[src/rtl/loader_pkg.sv]
// Shared state type and word/address geometry for the program loader.
// Build option LOADER_CHECKSUM_EN adds the CHECK state for the trailing XOR byte.
package loader_pkg;

   localparam int BYTES_PER_WORD = 4;
   localparam int ADDR_STRIDE    = 4;
   localparam int WORD_W         = BYTES_PER_WORD * 8;

   typedef enum logic [2:0] {
      IDLE,
      RECV,
      WRITE,
`ifdef LOADER_CHECKSUM_EN
      CHECK,
`endif
      FINISH
   } state_e;

endpackage

[src/rtl/program_loader_if.sv]
// Byte-stream input and instruction-memory write port of the program loader.
// The loader takes the slave side; the byte source / memory model takes the master side.
interface program_loader_if;

   logic        in_valid;
   logic [7:0]  in_data;
   logic        in_ready;
   logic        initialize;
   logic [31:0] instruction_initialize_data;
   logic [31:0] instruction_initialize_address;

   modport master (
      output in_valid, in_data,
      input  in_ready, initialize, instruction_initialize_data, instruction_initialize_address
   );

   modport slave (
      input  in_valid, in_data,
      output in_ready, initialize, instruction_initialize_data, instruction_initialize_address
   );

endinterface

[src/rtl/word_assembler.sv]
// Packs accepted bytes little-endian into a word; word_valid_o flags the byte
// that completes the word (the full word is on word_o from the next cycle).
module word_assembler
   import loader_pkg::*;
(
   input  logic              clk,
   input  logic              rst,
   input  logic              clear_i,
   input  logic              byte_valid_i,
   input  logic [7:0]        byte_i,
   output logic [WORD_W-1:0] word_o,
   output logic              word_valid_o
);

   localparam int CW = $clog2(BYTES_PER_WORD);

   logic [CW-1:0]     cnt_q, cnt_d;
   logic [WORD_W-1:0] shift_q, shift_d;

   always_comb begin
      cnt_d   = cnt_q;
      shift_d = shift_q;
      if (clear_i) begin
         cnt_d   = '0;
         shift_d = '0;
      end else if (byte_valid_i) begin
         cnt_d   = cnt_q + 1'b1;
         // Newest byte enters at the top, so the first byte ends up in [7:0].
         shift_d = {byte_i, shift_q[WORD_W-1:8]};
      end
   end

   always_ff @(posedge clk or posedge rst) begin
      if (rst) begin
         cnt_q   <= '0;
         shift_q <= '0;
      end else begin
         cnt_q   <= cnt_d;
         shift_q <= shift_d;
      end
   end

   assign word_o       = shift_q;
   assign word_valid_o = byte_valid_i && (cnt_q == CW'(BYTES_PER_WORD - 1));

endmodule

[src/rtl/program_loader.sv]
// Streams a program byte-wise into CPU instruction memory, holding the CPU in reset meanwhile.
// Build option LOADER_CHECKSUM_EN: verify a trailing XOR byte after the last word.
module program_loader
   import loader_pkg::*;
#(
   parameter int          MAX_WORDS = 64,
   parameter logic [31:0] BASE_ADDR = 32'h0000_0000
) (
   input  logic             clk,
   input  logic             rst,
   input  logic             start_i,
   input  logic [7:0]       load_len_i,
   program_loader_if.slave  bus,
   output logic             cpu_rst_o,
   output logic             busy_o,
   output logic             done_o,
   output logic             error_o
);

   state_e      state_q, state_d;
   logic [31:0] addr_q, addr_d;
   logic [7:0]  cnt_q, cnt_d;
   logic [7:0]  len_q, len_d;
   logic        error_q, error_d;
   logic        cpu_rst_q, cpu_rst_d;
   logic        xfer, asm_clear, word_valid;
   logic [31:0] word;
`ifdef LOADER_CHECKSUM_EN
   logic [7:0]  xor_q, xor_d;
`endif

   assign xfer = bus.in_valid && bus.in_ready;

   word_assembler u_word_assembler (
      .clk          (clk),
      .rst          (rst),
      .clear_i      (asm_clear),
      .byte_valid_i (xfer && (state_q == RECV)),
      .byte_i       (bus.in_data),
      .word_o       (word),
      .word_valid_o (word_valid)
   );

   always_comb begin
      state_d   = state_q;
      addr_d    = addr_q;
      cnt_d     = cnt_q;
      len_d     = len_q;
      error_d   = error_q;
      cpu_rst_d = cpu_rst_q;
      asm_clear = 1'b0;
`ifdef LOADER_CHECKSUM_EN
      xor_d     = xor_q;
`endif
      case (state_q)
         IDLE: begin
            if (start_i) begin
               cpu_rst_d = 1'b1;
               len_d     = load_len_i;
               error_d   = 1'b0;
               asm_clear = 1'b1;
`ifdef LOADER_CHECKSUM_EN
               xor_d     = '0;
`endif
               if (load_len_i == 8'd0) begin
                  state_d = FINISH;
               end else if (int'(load_len_i) > MAX_WORDS) begin
                  error_d = 1'b1;
                  state_d = FINISH;
               end else begin
                  state_d = RECV;
                  cnt_d   = '0;
                  addr_d  = BASE_ADDR;
               end
            end
         end
         RECV: begin
            if (xfer) begin
`ifdef LOADER_CHECKSUM_EN
               xor_d = xor_q ^ bus.in_data;
`endif
               if (word_valid) state_d = WRITE;
            end
         end
         WRITE: begin
            addr_d = addr_q + 32'(ADDR_STRIDE);
            cnt_d  = cnt_q + 8'd1;
            if (cnt_q + 8'd1 == len_q) begin
`ifdef LOADER_CHECKSUM_EN
               state_d = CHECK;
`else
               state_d = FINISH;
`endif
            end else begin
               state_d = RECV;
            end
         end
`ifdef LOADER_CHECKSUM_EN
         CHECK: begin
            if (xfer) begin
               if (bus.in_data != xor_q) error_d = 1'b1;
               state_d = FINISH;
            end
         end
`endif
         FINISH: begin
            // A failed load keeps the CPU parked in reset.
            cpu_rst_d = error_q;
            state_d   = IDLE;
         end
         default: state_d = IDLE;
      endcase
   end

   always_ff @(posedge clk or posedge rst) begin
      if (rst) begin
         state_q   <= IDLE;
         addr_q    <= '0;
         cnt_q     <= '0;
         len_q     <= '0;
         error_q   <= 1'b0;
         cpu_rst_q <= 1'b1;
`ifdef LOADER_CHECKSUM_EN
         xor_q     <= '0;
`endif
      end else begin
         state_q   <= state_d;
         addr_q    <= addr_d;
         cnt_q     <= cnt_d;
         len_q     <= len_d;
         error_q   <= error_d;
         cpu_rst_q <= cpu_rst_d;
`ifdef LOADER_CHECKSUM_EN
         xor_q     <= xor_d;
`endif
      end
   end

   always_comb begin
      bus.in_ready = (state_q == RECV);
`ifdef LOADER_CHECKSUM_EN
      if (state_q == CHECK) bus.in_ready = 1'b1;
`endif
   end

   assign bus.initialize                     = (state_q == WRITE);
   assign bus.instruction_initialize_data    = word;
   assign bus.instruction_initialize_address = addr_q;
   assign busy_o    = (state_q != IDLE) && (state_q != FINISH);
   assign done_o    = (state_q == FINISH);
   assign error_o   = error_q;
   assign cpu_rst_o = cpu_rst_q;

endmodule

[src/flat_wrapper.sv]
// flat-port wrapper written by rule: the top's interface ports become plain ports
module program_loader_flat import loader_pkg::*;
#(
   parameter int          MAX_WORDS = 64,
   parameter logic [31:0] BASE_ADDR = 32'h0000_0000
)
  (clk, rst, start_i, load_len_i, cpu_rst_o, busy_o, done_o, error_o, bus_in_valid, bus_in_data, bus_in_ready, bus_initialize, bus_instruction_initialize_data, bus_instruction_initialize_address);
  program_loader_if bus_i ();
  input  logic clk;
  input  logic rst;
  input  logic start_i;
  input  logic [7:0] load_len_i;
  output logic cpu_rst_o;
  output logic busy_o;
  output logic done_o;
  output logic error_o;
  input wire logic [$bits(bus_i.in_valid)-1:0] bus_in_valid;
  input wire logic [$bits(bus_i.in_data)-1:0] bus_in_data;
  output wire logic [$bits(bus_i.in_ready)-1:0] bus_in_ready;
  output wire logic [$bits(bus_i.initialize)-1:0] bus_initialize;
  output wire logic [$bits(bus_i.instruction_initialize_data)-1:0] bus_instruction_initialize_data;
  output wire logic [$bits(bus_i.instruction_initialize_address)-1:0] bus_instruction_initialize_address;
  assign bus_i.in_valid = bus_in_valid;
  assign bus_i.in_data = bus_in_data;
  assign bus_in_ready = bus_i.in_ready;
  assign bus_initialize = bus_i.initialize;
  assign bus_instruction_initialize_data = bus_i.instruction_initialize_data;
  assign bus_instruction_initialize_address = bus_i.instruction_initialize_address;
  program_loader #(.MAX_WORDS(MAX_WORDS), .BASE_ADDR(BASE_ADDR)) u_core (.clk(clk), .rst(rst), .start_i(start_i), .load_len_i(load_len_i), .bus(bus_i), .cpu_rst_o(cpu_rst_o), .busy_o(busy_o), .done_o(done_o), .error_o(error_o));
endmodule
[config.mk]
export PLATFORM = sky130hd
export DESIGN_NAME = program_loader_flat
export DESIGN_NICKNAME = d
export VERILOG_FILES = /design/src/rtl/loader_pkg.sv /design/src/rtl/program_loader_if.sv /design/src/rtl/word_assembler.sv /design/src/rtl/program_loader.sv /design/src/flat_wrapper.sv
export SDC_FILE = /design/constraint.sdc
export NUM_CORES = 1
export LEC_CHECK = 0
export ABC_AREA = 1
export CORE_MARGIN = 1.5
export CORE_UTILIZATION = 50
export CTS_BUF_LIST = sky130_fd_sc_hd__clkbuf_2
export DETAILED_ROUTE_END_ITERATION = 10
export PLACE_DENSITY = 0.78
export SYNTH_ARGS = -nofsm -noshare
export SYNTH_HDL_FRONTEND = slang
export SYNTH_SLANG_ARGS = --single-unit
[constraint.sdc]
create_clock -name clk -period 3.3 [get_ports clk]
set_clock_uncertainty 0.1 [all_clocks]
set_input_delay 0.66 -clock clk [delete_from_list [all_inputs] [get_ports clk]]
set_output_delay 0.66 -clock clk [all_outputs]
set_load 0.005 [all_outputs]
==> results of run 1 <==
[worst max-delay path, stage by stage, from the launching register on]
cell             delay [ps]
dfrtp_1                 460
inv_1                    90
ha_1                    310
clkdlybuf4s50_1         500
[cell type report]
class	instances	area, µm²	share of cell area (%)
flip-flops and latches	84	2100	36.9
multi-input cells	411	2080	36.5
well taps	108	135	2.37
clock inverters	7	97.6	1.71
clock buffers	9	45.0	0.791
inverters	82	312	5.47
repair buffers	93	928	16.3
[routing by layer]
metal / routed length, µm / track usage (%) / share of wire, % / vias up
met2: 5490 / 41.6 / 49 / 129
met1: 4910 / 29.7 / 44 / 1993
met3: 587 / 3.97 / 5.3 / 18
li1: - / - / - / 2109
met5: 0 / 0 / 0 / -
met4: 194 / 8.24 / 1.7 / 0
[synthesized netlist by cell type, types with 9 or more instances]
master and number:
nor3_1 11, inv_1 75, dfrtp_1 83, nand4_1 9
nand2_1 152, nor2_1 44, nand3_1 62, buf_2 9
o21ai_0 32, o21ai_1 23, o22ai_1 16, nor3_2 10
[cell usage in the layout, fill, tap and decap left out, drive strengths merged, types with 2 or more instances in the layout]
| master | netlist | final |
|---|---|---|
| nand2 | 154 | 154 |
| clkdlybuf4s50 | 0 | 87 |
| dfrtp | 83 | 83 |
| inv | 81 | 82 |
| nand3 | 64 | 64 |
| o21ai | 63 | 63 |
| nor2 | 49 | 49 |
| nor3 | 21 | 21 |
| o22ai | 16 | 16 |
| nand4 | 10 | 10 |
| clkbuf | 3 | 9 |
| ha | 7 | 7 |
| a21oi | 6 | 6 |
| xor2 | 6 | 6 |
| buf | 15 | 6 |
| clkinv | 1 | 4 |
| a21o | 3 | 3 |
| nand3b | 2 | 2 |
| or2 | 2 | 2 |
| mux2 | 2 | 2 |
| conb | 1 | 2 |
| bufinv | 0 | 2 |
[cells by family after synthesis]
family,Yosys count,synth area share [%]
compound gates,90,11.2
xor+xnor,7,1.33
fa+ha+maj,7,1.91
buf+inv,100,9.12
flops,84,45.8
mux,2,0.490
other cells,1,0.0816
simple gates,303,30.1
[power by group through the flow]
| stage | logic (mW) | clock network (mW) | registers (mW) |
|---|---|---|---|
| floorplan | 0.912 | 0 | 1.44 |
| global route | 1.66 | 0.691 | 1.46 |
| detailed placement | 1.50 | 0 | 1.45 |
| CTS | 1.51 | 0.651 | 1.43 |
| finish | 1.50 | 0.638 | 1.43 |
| global placement | 1.45 | 0 | 1.44 |
[worst paths after layout]
| check | from | endpoint | slack, ps |
|---|---|---|---|
| worst max-delay path | u_core.state_q[0] | busy_o | 660 |
| worst min-delay path | rst | u_core.bus.instruction_initialize_address[9] | 240 |
| worst max register to register | u_core.state_q[0] | u_core.state_q[1] | 1040 |
| worst min register to register | u_core.len_q[6] | u_core.len_q[6] | 420 |
| max in group asynchronous | rst | u_core.cpu_rst_o | 2140 |
| min in group clk | u_core.len_q[6] | u_core.len_q[6] | 420 |
[flip-flops by register name, indices dropped and copies added, names as in the netlist]
register / cells
u_core.cpu_rst_o: 1
u_core.u_word_assembler.word_o: 32
u_core.len_q: 8
u_core.cnt_q: 8
u_core.state_q: 2
u_core.bus.instruction_initialize_address: 30
u_core.error_o: 1
u_core.u_word_assembler.cnt_q: 2
==> flow_summary.json, run 1 <==
{
  "grt_start_max_net_pins": 69,
  "rr_worst_depth": 13,
  "gp_congestion": 0.913,
  "place_area_mm2": 0.00556,
  "chipWidth_um": 98.9,
  "drt-total-wl_um": 11200,
  "die-area_mm2": 0.00978,
  "setup_viol": 0,
  "clk_pin_slew_worst_paths_ps": 250,
  "postLayoutCoreUtil_pct": 64.7,
  "outcome": "complete, but fails checks",
  "wl_per_cell_um": 14.1,
  "worst_slack_ps": 659,
  "fin_total_pwr_mw": 3.57,
  "via_per_inst": 5.35,
  "slew_violations": 0,
  "synth_edf_count": 0,
  "fill_cells": 722,
  "fin_setup_tns_ps": 0,
  "synth_warnings": 0,
  "design.core.area_mm2": 0.00881,
  "grt-ovfl-total": 0,
  "period_needed_ps": 2640,
  "start_util_pct": 52.2,
  "synthCells": 594,
  "ys.flop_type": "dfrtp_1",
  "combPwrFrac_pct": 42.1,
  "leakagePower_nw": 2.42,
  "end_kind": "output pin",
  "grt_antenna_before_repair": 0,
  "cts_made_buffers": 9,
  "ant_nets": 0,
  "yosys-top-cells-area": "dfrtp_1 45%, nand2_1 12%, nand3_1 6.8%, inv_1 6.1%, nor2_1 3.6%",
  "ctsResizeCount": 0,
  "ys_seq_elements": 84,
  "diodes": 0,
  "netlist_area_mm2": 0.00460,
  "rsz0062_at_grt": "false",
  "place_ws_ps": 693,
  "seqPwrFrac_pct": 40.1,
  "async_flop_share_pct": 100,
  "clockPowerShare_pct": 17.9,
  "cts_tree": "yes",
  "htreeDepth": 3,
  "intPower_mw": 2.16,
  "timing.hold.ws_ps": 241,
  "grt_pass1_wl_um": 18800,
  "clk_latency_ps": 540,
  "synth_area_per_cell_um2": 7.74,
  "vias": 4249,
  "final_area_mm2": 0.00570,
  "netlist.area_leader.share_pct": 45.2,
  "layout-drive-gt1-share_pct": 8.89,
  "grt_pass1_vias": 4108,
  "clk_path_buf_depth": 2,
  "p_per_area_mw_per_mm2": 626,
  "area_growth_pct": 24.0,
  "die_h_um": 98.9,
  "ys_seq_area_share_pct": 45.8,
  "final_cells": 794,
  "synth_top_cell_by_area": "dfrtp_1",
  "hold_class": "in2async",
  "cts_setup_buffers": 0,
  "hold_violations": 0,
  "dp_cells": 778,
  "initialDrtViolationCount": 308,
  "pin_count": 90,
  "grtUsageTotal_pct": 23.7,
  "crit_fanout": 4,
  "power.switching_mw": 1.41,
  "critical_path_arrival_ps": 1880,
  "io_buffers": 87,
  "synth.distinct_cells": 38,
  "fmax_ghz": 0.379,
  "violations": "design-rule violations",
  "clkSinkCount": 84,
  "period_share_pct": 80.0,
  "worst_ep_required_time_ps": 2540,
  "critical_path_class": "reg2out",
  "hpwl_um": 8220,
  "dr.pass1.iters": 7,
  "maxCapViolCount": 0,
  "cts_hold_buffers": 0,
  "nNetsFinal": 708,
  "root_buffer": "clkbuf_2",
  "peakVddDrop_mv": 0.776,
  "rows": 34,
  "critPathLaunchType": "flip-flop",
  "switching_share_pct": 39.5,
  "route.detailed.drc": 4
}
No activity file was read; power rests on OpenSTA's default activity.
==> inputs of run 2 (changes only) <==
- clock period: 3.3 -> 2.8 ns (I/O delays scaled with it)
==> flow_summary.json, run 2 (synthesized netlist as in run 1, its figures left out) <==
{
  "htreeDepth": 3,
  "mostFrequentLayoutCell": "nand2_1",
  "crit_fanout": 6,
  "setup.worst_path.start": "u_core.state_q[0]",
  "clk_pin_slew_worst_paths_ps": 260,
  "wl_per_cell_um": 13.9,
  "clk_path_buf_depth": 2,
  "reg2reg_to": "u_core.bus.instruction_initialize_address[5]",
  "die-area_mm2": 0.00978,
  "vias": 4219,
  "clkSinkCount": 84,
  "fmax_ghz": 0.375,
  "ctsResizeCount": 0,
  "start_util_pct": 52.2,
  "gp_congestion": 0.953,
  "grt_antenna_before_repair": 0,
  "slew_violations": 0,
  "final_cell_mix": "152 x nand2_1, 87 x clkdlybuf4s50_1, 83 x dfrtp_1, 74 x inv_1, 62 x nand3_1",
  "worst_slack_ps": 133,
  "area_growth_pct": 23.7,
  "timing.hold.ws_ps": 267,
  "layout-drive-gt1-share_pct": 8.88,
  "rr_worst_depth": 8,
  "setup_viol": 0,
  "cts_setup_buffers": 0,
  "rsz0062_at_grt": "false",
  "io_buffers": 87,
  "cpPeakStageDelay_ps": 570,
  "via_per_inst": 5.31,
  "outcome": "complete, but fails checks",
  "slew_headroom_pct": 60.1,
  "peakVddDrop_mv": 0.607,
  "design.core.area_mm2": 0.00881,
  "cp_slowest_cell": "clkdlybuf4s50_1",
  "r2r_slack_ps": 770,
  "critical_path_arrival_ps": 2010,
  "period_share_pct": 95.2,
  "global_route.usage.met1_pct": 30.9,
  "dp_cells": 779,
  "grt-ovfl-total": 0,
  "end_kind": "output pin",
  "r2r_start": "u_core.state_q[0]",
  "grt_start_max_net_pins": 42,
  "use_met3_pct": 4.33,
  "initialDrtViolationCount": 220,
  "drt-total-wl_um": 11000,
  "gr-max-usage-layer": "met2",
  "p_per_area_mw_per_mm2": 713,
  "place_ws_ps": 522,
  "cpLargestDelayFamily": "buffers and inverters",
  "critical_path_class": "reg2out",
  "ant_nets": 0,
  "rows": 34,
  "chipWidth_um": 98.9,
  "final_cells": 795,
  "worst_ep_required_time_ps": 2140,
  "grt_pass1_vias": 4045,
  "pin_count": 90,
  "largest_reg_flops": 32,
  "critPathLaunchType": "flip-flop",
  "grtUsageTotal_pct": 23.9,
  "nNetsFinal": 709,
  "route.detailed.drc": 4,
  "tightest_slew_ps": 597,
  "use_met2_pct": 40.2,
  "hpwl_um": 8230,
  "cts_hold_buffers": 0,
  "die_h_um": 98.9,
  "path_depth": 3,
  "hold_class": "in2async",
  "diodes": 0,
  "root_buffer": "clkbuf_2",
  "leakagePower_nw": 2.41,
  "path_cells": "inv_1, ha_1, clkdlybuf4s50_1",
  "dr.pass1.iters": 7,
  "fin_setup_tns_ps": 0,
  "period_needed_ps": 2670,
  "cts_made_buffers": 9,
  "maxCapViolCount": 0,
  "hold_violations": 0,
  "clk_latency_ps": 560,
  "grt_pass1_wl_um": 18800,
  "path_buf_inv": 2,
  "cts_tree": "yes",
  "violations": "design-rule violations"
}
## run 2: cell type report
type                            count  area [µm²]
Clock buffer                        9        45.0
Tap cell                          108         135
Multi-Input combinational cell    411        2080
Fill cell                         777        3120
Sequential cell                    84        2100
Clock inverter                      7        50.0
Inverter                           82         314
Timing Repair Buffer               94         961
## run 2: metal layers
| metal | part of all wire (%) | vias to the layer above | routed length, µm |
|---|---|---|---|
| met4 | 2.8 | 0 | 303 |
| met1 | 44 | 1966 | 4870 |
| met3 | 4.9 | 27 | 542 |
| met2 | 48 | 118 | 5300 |
| li1 | - | 2108 | - |
| met5 | 0 | - | 0 |
## run 2: how the worst max path moves through the flow
stage	end
global route	bus_initialize
finish	bus_initialize
CTS	bus_initialize
floorplan	u_core.bus.instruction_initialize_address[10]
global placement	u_core.bus.instruction_initialize_address[5]
detailed placement	u_core.bus.instruction_initialize_address[5]
## run 2: per-stage QoR
stage	power, mW	utilization (%)	instance area, µm²
after floorplan	2.77	-	4600
after global placement	3.44	63.5	5590
after detailed placement	3.50	63.5	5590
after CTS	4.08	64.6	5690
after global routing	4.36	64.6	5690
final	4.06	64.6	5690
## run 2: power breakdown
part | total (mW) | switching (mW) | leakage, nW | internal (mW)
Combinational | 1.79 | 1.01 | 1.22 | 0.778
Clock | 0.578 | 0.457 | 0.0580 | 0.121
Sequential | 1.69 | 0.194 | 1.13 | 1.50
